--- src/rtl/cpu_pkg.sv ---
// Shared definitions for the fetch side.
// Covers branch opcodes, the branch decode helper and the fetch FSM state type.
package cpu_pkg;

   localparam logic [4:0] OP_BEQ = 5'b10011;
   localparam logic [4:0] OP_BLT = 5'b10100;
   localparam logic [4:0] OP_BGT = 5'b10101;
   localparam logic [4:0] OP_BNE = 5'b10110;

   typedef enum logic {
      RUN   = 1'b0,
      FLUSH = 1'b1
   } fetch_state_t;

   function automatic logic is_branch(input logic [4:0] opcode);
      return (opcode == OP_BEQ) || (opcode == OP_BLT) ||
             (opcode == OP_BGT) || (opcode == OP_BNE);
   endfunction

endpackage

--- src/rtl/branch_tgt_fifo.sv ---
// In-order queue of pending branch targets.
// The head entry is readable combinationally, and clear takes priority over push and pop.
module branch_tgt_fifo #(
   parameter int PC_W  = 16,
   parameter int DEPTH = 4,
   localparam int AW   = $clog2(DEPTH),
   localparam int CW   = $clog2(DEPTH) + 1
) (
   input  logic            clk,
   input  logic            rst,
   input  logic            push,
   input  logic            pop,
   input  logic            clear,
   input  logic [PC_W-1:0] din,
   output logic [PC_W-1:0] dout,
   output logic [CW-1:0]   count
);

   logic [PC_W-1:0] mem_q [DEPTH];
   logic [AW-1:0]   wr_ptr_q, wr_ptr_d;
   logic [AW-1:0]   rd_ptr_q, rd_ptr_d;
   logic [CW-1:0]   count_q, count_d;

   always_comb begin
      wr_ptr_d = wr_ptr_q;
      rd_ptr_d = rd_ptr_q;
      count_d  = count_q;
      if (clear) begin
         wr_ptr_d = '0;
         rd_ptr_d = '0;
         count_d  = '0;
      end else begin
         if (push) wr_ptr_d = wr_ptr_q + 1'b1;
         if (pop)  rd_ptr_d = rd_ptr_q + 1'b1;
         case ({push, pop})
            2'b10:   count_d = count_q + 1'b1;
            2'b01:   count_d = count_q - 1'b1;
            default: count_d = count_q;
         endcase
      end
   end

   always_ff @(posedge clk) begin
      if (rst) begin
         wr_ptr_q <= '0;
         rd_ptr_q <= '0;
         count_q  <= '0;
      end else begin
         wr_ptr_q <= wr_ptr_d;
         rd_ptr_q <= rd_ptr_d;
         count_q  <= count_d;
      end
   end

   // NOTE: storage is deliberately not reset; validity is tracked by count_q alone.
   always_ff @(posedge clk) begin
      if (push && !clear) mem_q[wr_ptr_q] <= din;
   end

   assign dout  = mem_q[rd_ptr_q];
   assign count = count_q;

endmodule

--- src/rtl/pc_fetch_ctrl.sv ---
// Fetch PC owner with predict-not-taken branching.
// A taken resolution redirects the PC to the queued target and holds flush_out for FLUSH_CYCLES.
module pc_fetch_ctrl
   import cpu_pkg::*;
#(
   parameter int              PC_W         = 16,
   parameter int              DEPTH        = 4,
   parameter int              FLUSH_CYCLES = 2,
   parameter logic [PC_W-1:0] RESET_PC     = '0
) (
   input  logic            clk,
   input  logic            rst,
   input  logic            stall_in,
   input  logic            imem_ready,
   input  logic            dec_valid,
   input  logic [4:0]      dec_opcode,
   input  logic [PC_W-1:0] dec_target,
   input  logic            br_resolve_valid,
   input  logic            pc_branch_sel_in,
   output logic [PC_W-1:0] pc_out,
   output logic            pc_valid,
   output logic            flush_out,
   output logic            queue_full,
   output logic            branch_err
);

   localparam int CW   = $clog2(DEPTH) + 1;
   localparam int FC_W = (FLUSH_CYCLES > 1) ? $clog2(FLUSH_CYCLES) : 1;

   fetch_state_t    state_q, state_d;
   logic [PC_W-1:0] pc_q, pc_d;
   logic            pc_valid_q, pc_valid_d;
   logic            flush_q, flush_d;
   logic            err_q, err_d;
   logic [FC_W-1:0] cnt_q, cnt_d;

   logic            push_req, resolve, pop, taken, fifo_push, empty;
   logic [PC_W-1:0] head_tgt;
   logic [CW-1:0]   count;

   branch_tgt_fifo #(.PC_W(PC_W), .DEPTH(DEPTH)) u_fifo (
      .clk   (clk),
      .rst   (rst),
      .push  (fifo_push),
      .pop   (pop),
      .clear (taken),
      .din   (dec_target),
      .dout  (head_tgt),
      .count (count)
   );

   assign empty      = (count == '0);
   assign queue_full = (count == CW'(DEPTH));

   // A full queue still accepts a push when a pop frees a slot in the same cycle.
   always_comb begin
      push_req  = dec_valid && is_branch(dec_opcode) && (state_q == RUN);
      resolve   = br_resolve_valid && (state_q == RUN);
      pop       = resolve && !empty;
      taken     = pop && pc_branch_sel_in;
      fifo_push = push_req && !taken && (!queue_full || pop);
   end

   // NOTE: every next-state signal gets a default first so no latch is inferred.
   always_comb begin
      state_d    = state_q;
      pc_d       = pc_q;
      pc_valid_d = pc_valid_q;
      flush_d    = flush_q;
      err_d      = err_q;
      cnt_d      = cnt_q;
      case (state_q)
         RUN: begin
            pc_valid_d = 1'b1;
            flush_d    = 1'b0;
            if (taken) begin
               pc_d       = head_tgt;
               pc_valid_d = 1'b0;
               flush_d    = 1'b1;
               cnt_d      = FC_W'(FLUSH_CYCLES - 1);
               state_d    = FLUSH;
            end else if (pc_valid_q && imem_ready && !stall_in && !queue_full) begin
               pc_d = pc_q + 1'b1;
            end
            if ((push_req && queue_full && !pop) || (resolve && empty)) err_d = 1'b1;
         end
         FLUSH: begin
            pc_valid_d = 1'b0;
            flush_d    = 1'b1;
            if (cnt_q == '0) begin
               state_d    = RUN;
               flush_d    = 1'b0;
               pc_valid_d = 1'b1;
            end else begin
               cnt_d = cnt_q - 1'b1;
            end
         end
         default: state_d = RUN;
      endcase
   end

   // NOTE: state registers use non-blocking assignments so all flops update together.
   always_ff @(posedge clk) begin
      if (rst) begin
         state_q    <= RUN;
         pc_q       <= RESET_PC;
         pc_valid_q <= 1'b0;
         flush_q    <= 1'b0;
         err_q      <= 1'b0;
         cnt_q      <= '0;
      end else begin
         state_q    <= state_d;
         pc_q       <= pc_d;
         pc_valid_q <= pc_valid_d;
         flush_q    <= flush_d;
         err_q      <= err_d;
         cnt_q      <= cnt_d;
      end
   end

   assign pc_out     = pc_q;
   assign pc_valid   = pc_valid_q;
   assign flush_out  = flush_q;
   assign branch_err = err_q;

endmodule

--- config.mk ---
export PLATFORM = sky130hd
export DESIGN_NAME = pc_fetch_ctrl
export DESIGN_NICKNAME = d
export VERILOG_FILES = /design/src/rtl/cpu_pkg.sv /design/src/rtl/branch_tgt_fifo.sv /design/src/rtl/pc_fetch_ctrl.sv
export SDC_FILE = /design/constraint.sdc
export NUM_CORES = 1
export LEC_CHECK = 0
export ABC_AREA = 1
export BUFFER_PORTS_ARGS = -buffer_cell sky130_fd_sc_hd__buf_2
export CORE_MARGIN = 10
export CORE_UTILIZATION = 35
export CTS_CLUSTER_SIZE = 8
export DETAILED_ROUTE_END_ITERATION = 10
export GPL_TIMING_DRIVEN = 0
export PLACE_DENSITY = 0.56
export RECOVER_POWER = 50
export SLEW_MARGIN = 20
export SYNTH_ARGS = -nofsm -noshare
export SYNTH_HDL_FRONTEND = slang
export SYNTH_SLANG_ARGS = --single-unit
--- constraint.sdc ---
create_clock -name clk -period 2.7 [get_ports clk]
set_clock_uncertainty 0.1 [all_clocks]
set_input_delay 0.135 -clock clk [delete_from_list [all_inputs] [get_ports clk]]
set_output_delay 0.135 -clock clk [all_outputs]
set_load 0.005 [all_outputs]
# --- After elaboration in Yosys (flattened, before gate mapping) ---
# Memories as Yosys holds them, arrays and structs flattened. A register that Yosys moved wholly into a read port is not among the register bits.
# Cells that the tools add are included.
word_totals:
  regBits: 27
  ramBits: 64
  output_inout_bits: 20
  mem_count: 1
op_classes:
  addsub: 6
  n_eq_ne: 8
  muxes: 16
  bitwise: 1
  reduce_logical: 30
memory_table:
  columns: ["memory", "depth", "word_bits", "read_ports", "rd_clocked_by_memory_dff", "wr", "line", "text"]
  rows:
  - ["u_fifo.mem_q", 4, 16, 1, 1, 1, "branch_tgt_fifo.sv:19", "logic [PC_W-1:0] mem_q [DEPTH];"]
op_table:
  columns: ["cell", "count"]
  rows:
  - ["$mux W16", 2]
  - ["$eq A5 B5 Y1 const B", 4]
  - ["$add A16 B1 Y16 const B", 1]
  - ["$logic_and A1 B1 Y1", 14]
  - ["$mux W1", 8]
  - ["$pmux W1 S2", 3]
  - ["$pmux W3 S2", 1]
  - ["$logic_not A1 Y1", 5]
  - ["$logic_or A1 B1 Y1", 5]
  - ["$add A2 B1 Y2 const B", 2]
  - ["$mux W2", 2]
  - ["$reduce_and A2 Y1", 2]
  - ["$reduce_bool A2 Y1", 2]
  - ["$add A3 B1 Y3 const B", 1]
  - ["$eq A3 B3 Y1 const B", 1]
  - ["$logic_not A3 Y1", 1]
  - ["$sub A3 B1 Y3 const B", 1]
  - ["$eq A2 B1 Y1 const B", 1]
  - ["$eq A2 B2 Y1 const B", 1]
  - ["$ne A2 B1 Y1 const B", 1]
  - ["$reduce_or A2 Y1", 1]
  - ["$not A1 Y1", 1]
  - ["$sub A1 B1 Y1 const B", 1]

# --- Depth between registers and ports, before layout ---
logic_depth:
  depth_word: 11
  ltp_mapped: 13
  ltp_nobuf: 13

# --- Cells and area by module ---
# A second synthesis with hierarchy kept.
hier_totals:
  cells_unflattened: 458
  area_unflattened_um2: 4250.3
by_module_without_submodules:
  columns: ["mod", "n_inst", "cells_each", "area_per_inst_um2", "seq_area_each_um2"]
  rows:
  - ["branch_tgt_fifo", 1, 211, 2795.2, 2102.0]
  - ["pc_fetch_ctrl", 1, 247, 1455.1, 400.4]

# --- Worst setup path after synthesis ---
# Ideal clock, no wire load.
synth_timing:
  path_kind: "register to register"
  start: "register u_fifo.count_q[0] (netlist: u_fifo.count[0])"
  end: "memory u_fifo.mem_q[0][0], enable pin"
  setup_time_ns: 0.389
  t_arrival_ns: 1.719
  t_required_ns: 2.211
  path_slack_ns: 0.493
  stages_incl_launch_ff: 7
  synth_period_minus_slack_ns: 2.207
  path_cell_list: "dfxtp_1 nor2_1 nand2_1 nand3_4 buf_6 o211ai_2 nor2_1"
synth_via:
  elab_chain_len: 10
synth_lines:
  columns: ["item", "line", "text"]
  rows:
  - ["start: declaration", "branch_tgt_fifo.sv:22", "logic [CW-1:0] count_q, count_d;"]
  - ["start signal: assignment", "branch_tgt_fifo.sv:51", "count_q <= count_d;"]
  - ["$logic_not A3 Y1", "pc_fetch_ctrl.sv:52", "assign empty = (count == '0);"]
  - ["$logic_not A1 Y1", "pc_fetch_ctrl.sv:59", "pop = resolve && !empty;"]
  - ["$logic_and A1 B1 Y1", "pc_fetch_ctrl.sv:59", null]
  - ["$logic_and A1 B1 Y1", "pc_fetch_ctrl.sv:60", "taken = pop && pc_branch_sel_in;"]
  - ["$logic_not A1 Y1", "branch_tgt_fifo.sv:57, pc_fetch_ctrl.sv:61", null]
  - ["$logic_and A1 B1 Y1 (2 in a row)", "pc_fetch_ctrl.sv:61", "fifo_push = push_req && !taken && (!queue_full || pop);"]
  - ["$logic_and A1 B1 Y1 (*)", "branch_tgt_fifo.sv:57", "if (push && !clear) mem_q[wr_ptr_q] <= din;"]
  - ["$mux W1 (*)", "branch_tgt_fifo.sv:57", null]
  - ["$mux W1 (not written as such) (*)", "branch_tgt_fifo.sv:57", null]
  - ["end: declaration", "branch_tgt_fifo.sv:19", null]
# Mark *: on every way between the ends. The rest lies on a longest branch, timed or not.

==> flow_summary.yaml <==
global_route:
  grt_use_total_pct: 12.6
  grt-ovfl-total: 0
  grt_antenna_before_repair: 0
  grt_pass1_vias: 3191
  grt_pass1_wl_um: 16500
  grt_max_degree: 18
final_layout:
  antenna_cells: 0
  syn2layout_area_growth_pct: 21.1
  most-common-layout-cells: "95 x nand2_1, 64 x edfxtp_1, 60 x nor2_1, 43 x o21ai_0, 38 x clkbuf_1"
  drive_gt1_share_pct: 11.6
  layout.cells.non_filler: 667
  final_common_cell: "nand2_1"
  nets: 553
clocking:
  clock_path_buffers: 2
  cts_buffers: 9
  insertion_delay_ps: 340
  cts.reportedPaths.clkPinSlew_ps: 70
  cts-root-buf: "clkbuf_16"
  ctsHtreeMaxLevel: 3
  cts_tree: "yes"
  clock-sinks: 93
synth:
  yosysSeqAreaShare_pct: 60.0
  async_reset_ff_share_pct: 0
  syn_avg_cell_area_um2: 9.47
  ys_top_cells_by_area: "edfxtp_1 46%, dfxtp_1 14%, nand2_1 8.5%"
  syn_nets: 474
  yosys.area.top_type: "edfxtp_1"
  ys_ff_latch: 93
  synth-edff-count: 64
  synth_top_area_share_pct: 46.1
  syn_inst: 440
  syn_area_um2: 4170
  synth_cell_types: 30
  ys.flop_type: "edfxtp_1"
  ys_warn_count: 0
routing:
  vias: 3277
  dr.pass1.iters: 5
  drt-initial-drc-count: 370
  wire_per_inst_um: 15.2
  postRouteAntennaNets: 0
  wirelength_um: 10100
  drc_errors: 0
  viasPerCell: 4.91
floorplan:
  fp.dieH_um: 129
  die-width_um: 129
  io-pin-count: 48
  core_area_um2: 11600
  rows: 39
  initial_core_util_pct: 36.0
  design.die.area_um2: 16700
sta:
  drv_slew: 0
  fin_crit_ps: 2360
  grt_setup_unrepaired: "false"
  maxSlewHeadroom_pct: 62.8
  finalCritPeriodShare_pct: 87.3
  tightest_slew_ps: 559
  setup_viol: 0
  hold_violations: 0
  finalWorstSetupSlack_ps: 343
  fmax_mhz: 424
critical_path:
  cp.required_ps: 2650
  arrival_ps: 2310
  crit_path_start_kind: "flip-flop"
  reg2reg_depth: 6
  cp_max_fo: 10
  end_kind: "flip-flop"
  r2r_start: "flush_out"
  worstReg2RegEnd: "u_fifo.mem_q[2][8]"
  path_class: "reg -> reg"
  r2r_setup_slack_ps: 340
status:
  status: "complete, no violations"
power:
  pwr-share-clk_pct: 29.8
  pwr-share-comb_pct: 25.8
  pwr-share-seq_pct: 44.4
  p_int_mw: 2.65
  powerDensity_nw_per_um2: 795
  swShare_pct: 33.9
  p_sw_mw: 1.36
  p_leak_nw: 1.93
  peakVddDrop_uv: 347
min_path:
  whs_endpoint: "branch_err"
  hold_depth: 5
  hold_path.class: "in -> reg"
  hp-start: "br_resolve_valid"
place:
  pre_cts_ws_ps: 402
  port_buffers: 47
  hpwl_um: 7370
  place_congestion: 0.832
  placedCellCount: 634
run:
  cap_violations: 0
stage by stage:
step | cell area [µm²] | setup TNS (ps) | hold WS (ps) | total power [mW] | utilization, %
after floorplan | 4170 | 0 | 104 | 2.49 | -
final | 5050 | 0 | 23.5 | 4.01 | 43.7
after global routing | 5050 | 0 | 119 | 4.30 | 43.7
after detailed placement | 4650 | 0 | 255 | 2.86 | 40.2
after global placement | 4580 | -14230 | 250 | 2.84 | 39.6
after CTS | 5100 | 0 | 15.9 | 4.09 | 44.1
synthesized netlist by cell type (2+ instances only):
master,count
o21ai_1,3
nand4_1,6
nor2_1,64
nor2_2,4
o22ai_1,8
o21ai_0,43
buf_2,6
nand3_1,21
xor2_1,4
ha_1,5
edfxtp_1,64
nand3b_1,2
o211ai_2,2
nand2_1,94
nand2_2,4
inv_1,34
buf_6,3
dfxtp_1,29
clkbuf_1,7
a21oi_1,27
power groups by stage:
stage	sequential (mW)	clock [mW]	combinational [mW]
floorplan	1.79	0	0.695
global placement	1.81	0	1.04
detailed placement	1.81	0	1.05
CTS	1.78	1.23	1.08
global route	1.81	1.30	1.19
finish	1.78	1.20	1.04
cell type report:
type / count / area, µm²
fill: 1116 / 6520
sequential: 93 / 2500
multi-input combinational: 295 / 1430
timing repair buffer: 68 / 427
clock buffer: 9 / 225
tap: 143 / 179
inverter: 35 / 131
buffer: 17 / 96.3
clock inverter: 7 / 55.1
sequential cells by signal, indices dropped and copies added (netlist names), named ones only:
register and count:
u_fifo.count 3, cnt_q 1, u_fifo.rd_ptr_q 2, branch_err 1
pc_out 16, pc_valid 1, u_fifo.mem_q 64, flush_out 1
u_fifo.wr_ptr_q 2
worst max-delay path by stage:
stage               depth (start not counted)  slack (ps)       startpoint            endpoint
global placement                            5        -260        flush_out  u_fifo.mem_q[0][3]
floorplan                                   6         490  u_fifo.count[0]  u_fifo.mem_q[0][0]
detailed placement                          6         400        flush_out  u_fifo.mem_q[2][3]
global route                                6         190        flush_out  u_fifo.mem_q[2][8]
CTS                                         6         380        flush_out  u_fifo.mem_q[2][8]
finish                                      6         340        flush_out  u_fifo.mem_q[2][8]
critical path, cell delays in order, from the launching register on:
cell and delay, ps:
dfxtp_1 540, nor2_4 80, nand3_1 210, buf_6 200, o211ai_2 230, nor2_2 480
buf_8 220
cell families (layout without fill, tap and decap cells):
| logic type | Yosys count | count (layout) | synth area share, % |
|---|---|---|---|
| simple gates | 199 | 199 | 20.3 |
| fa+ha+maj | 6 | 6 | 1.98 |
| xor+xnor | 5 | 5 | 1.05 |
| flops | 93 | 93 | 60.0 |
| buf+inv | 52 | 136 | 5.49 |
| compound gates | 85 | 85 | 11.1 |
metal layers:
layer	vias up	wire length, µm	share of wire (%)	track usage (%)
met5	-	0	0	0
met3	7	662	6.5	4.00
met1	1529	4690	46	16.2
met2	98	4690	46	20.2
met4	0	65	0.64	3.41
li1	1643	-	-	-
what timing repair did:
item,in CTS,in global routing
buffers inserted,0,0
hold buffers,17,0
hold endpoints to repair,67,0
resized for setup,0,0
Note: power is estimated with default switching activity, not from simulation.
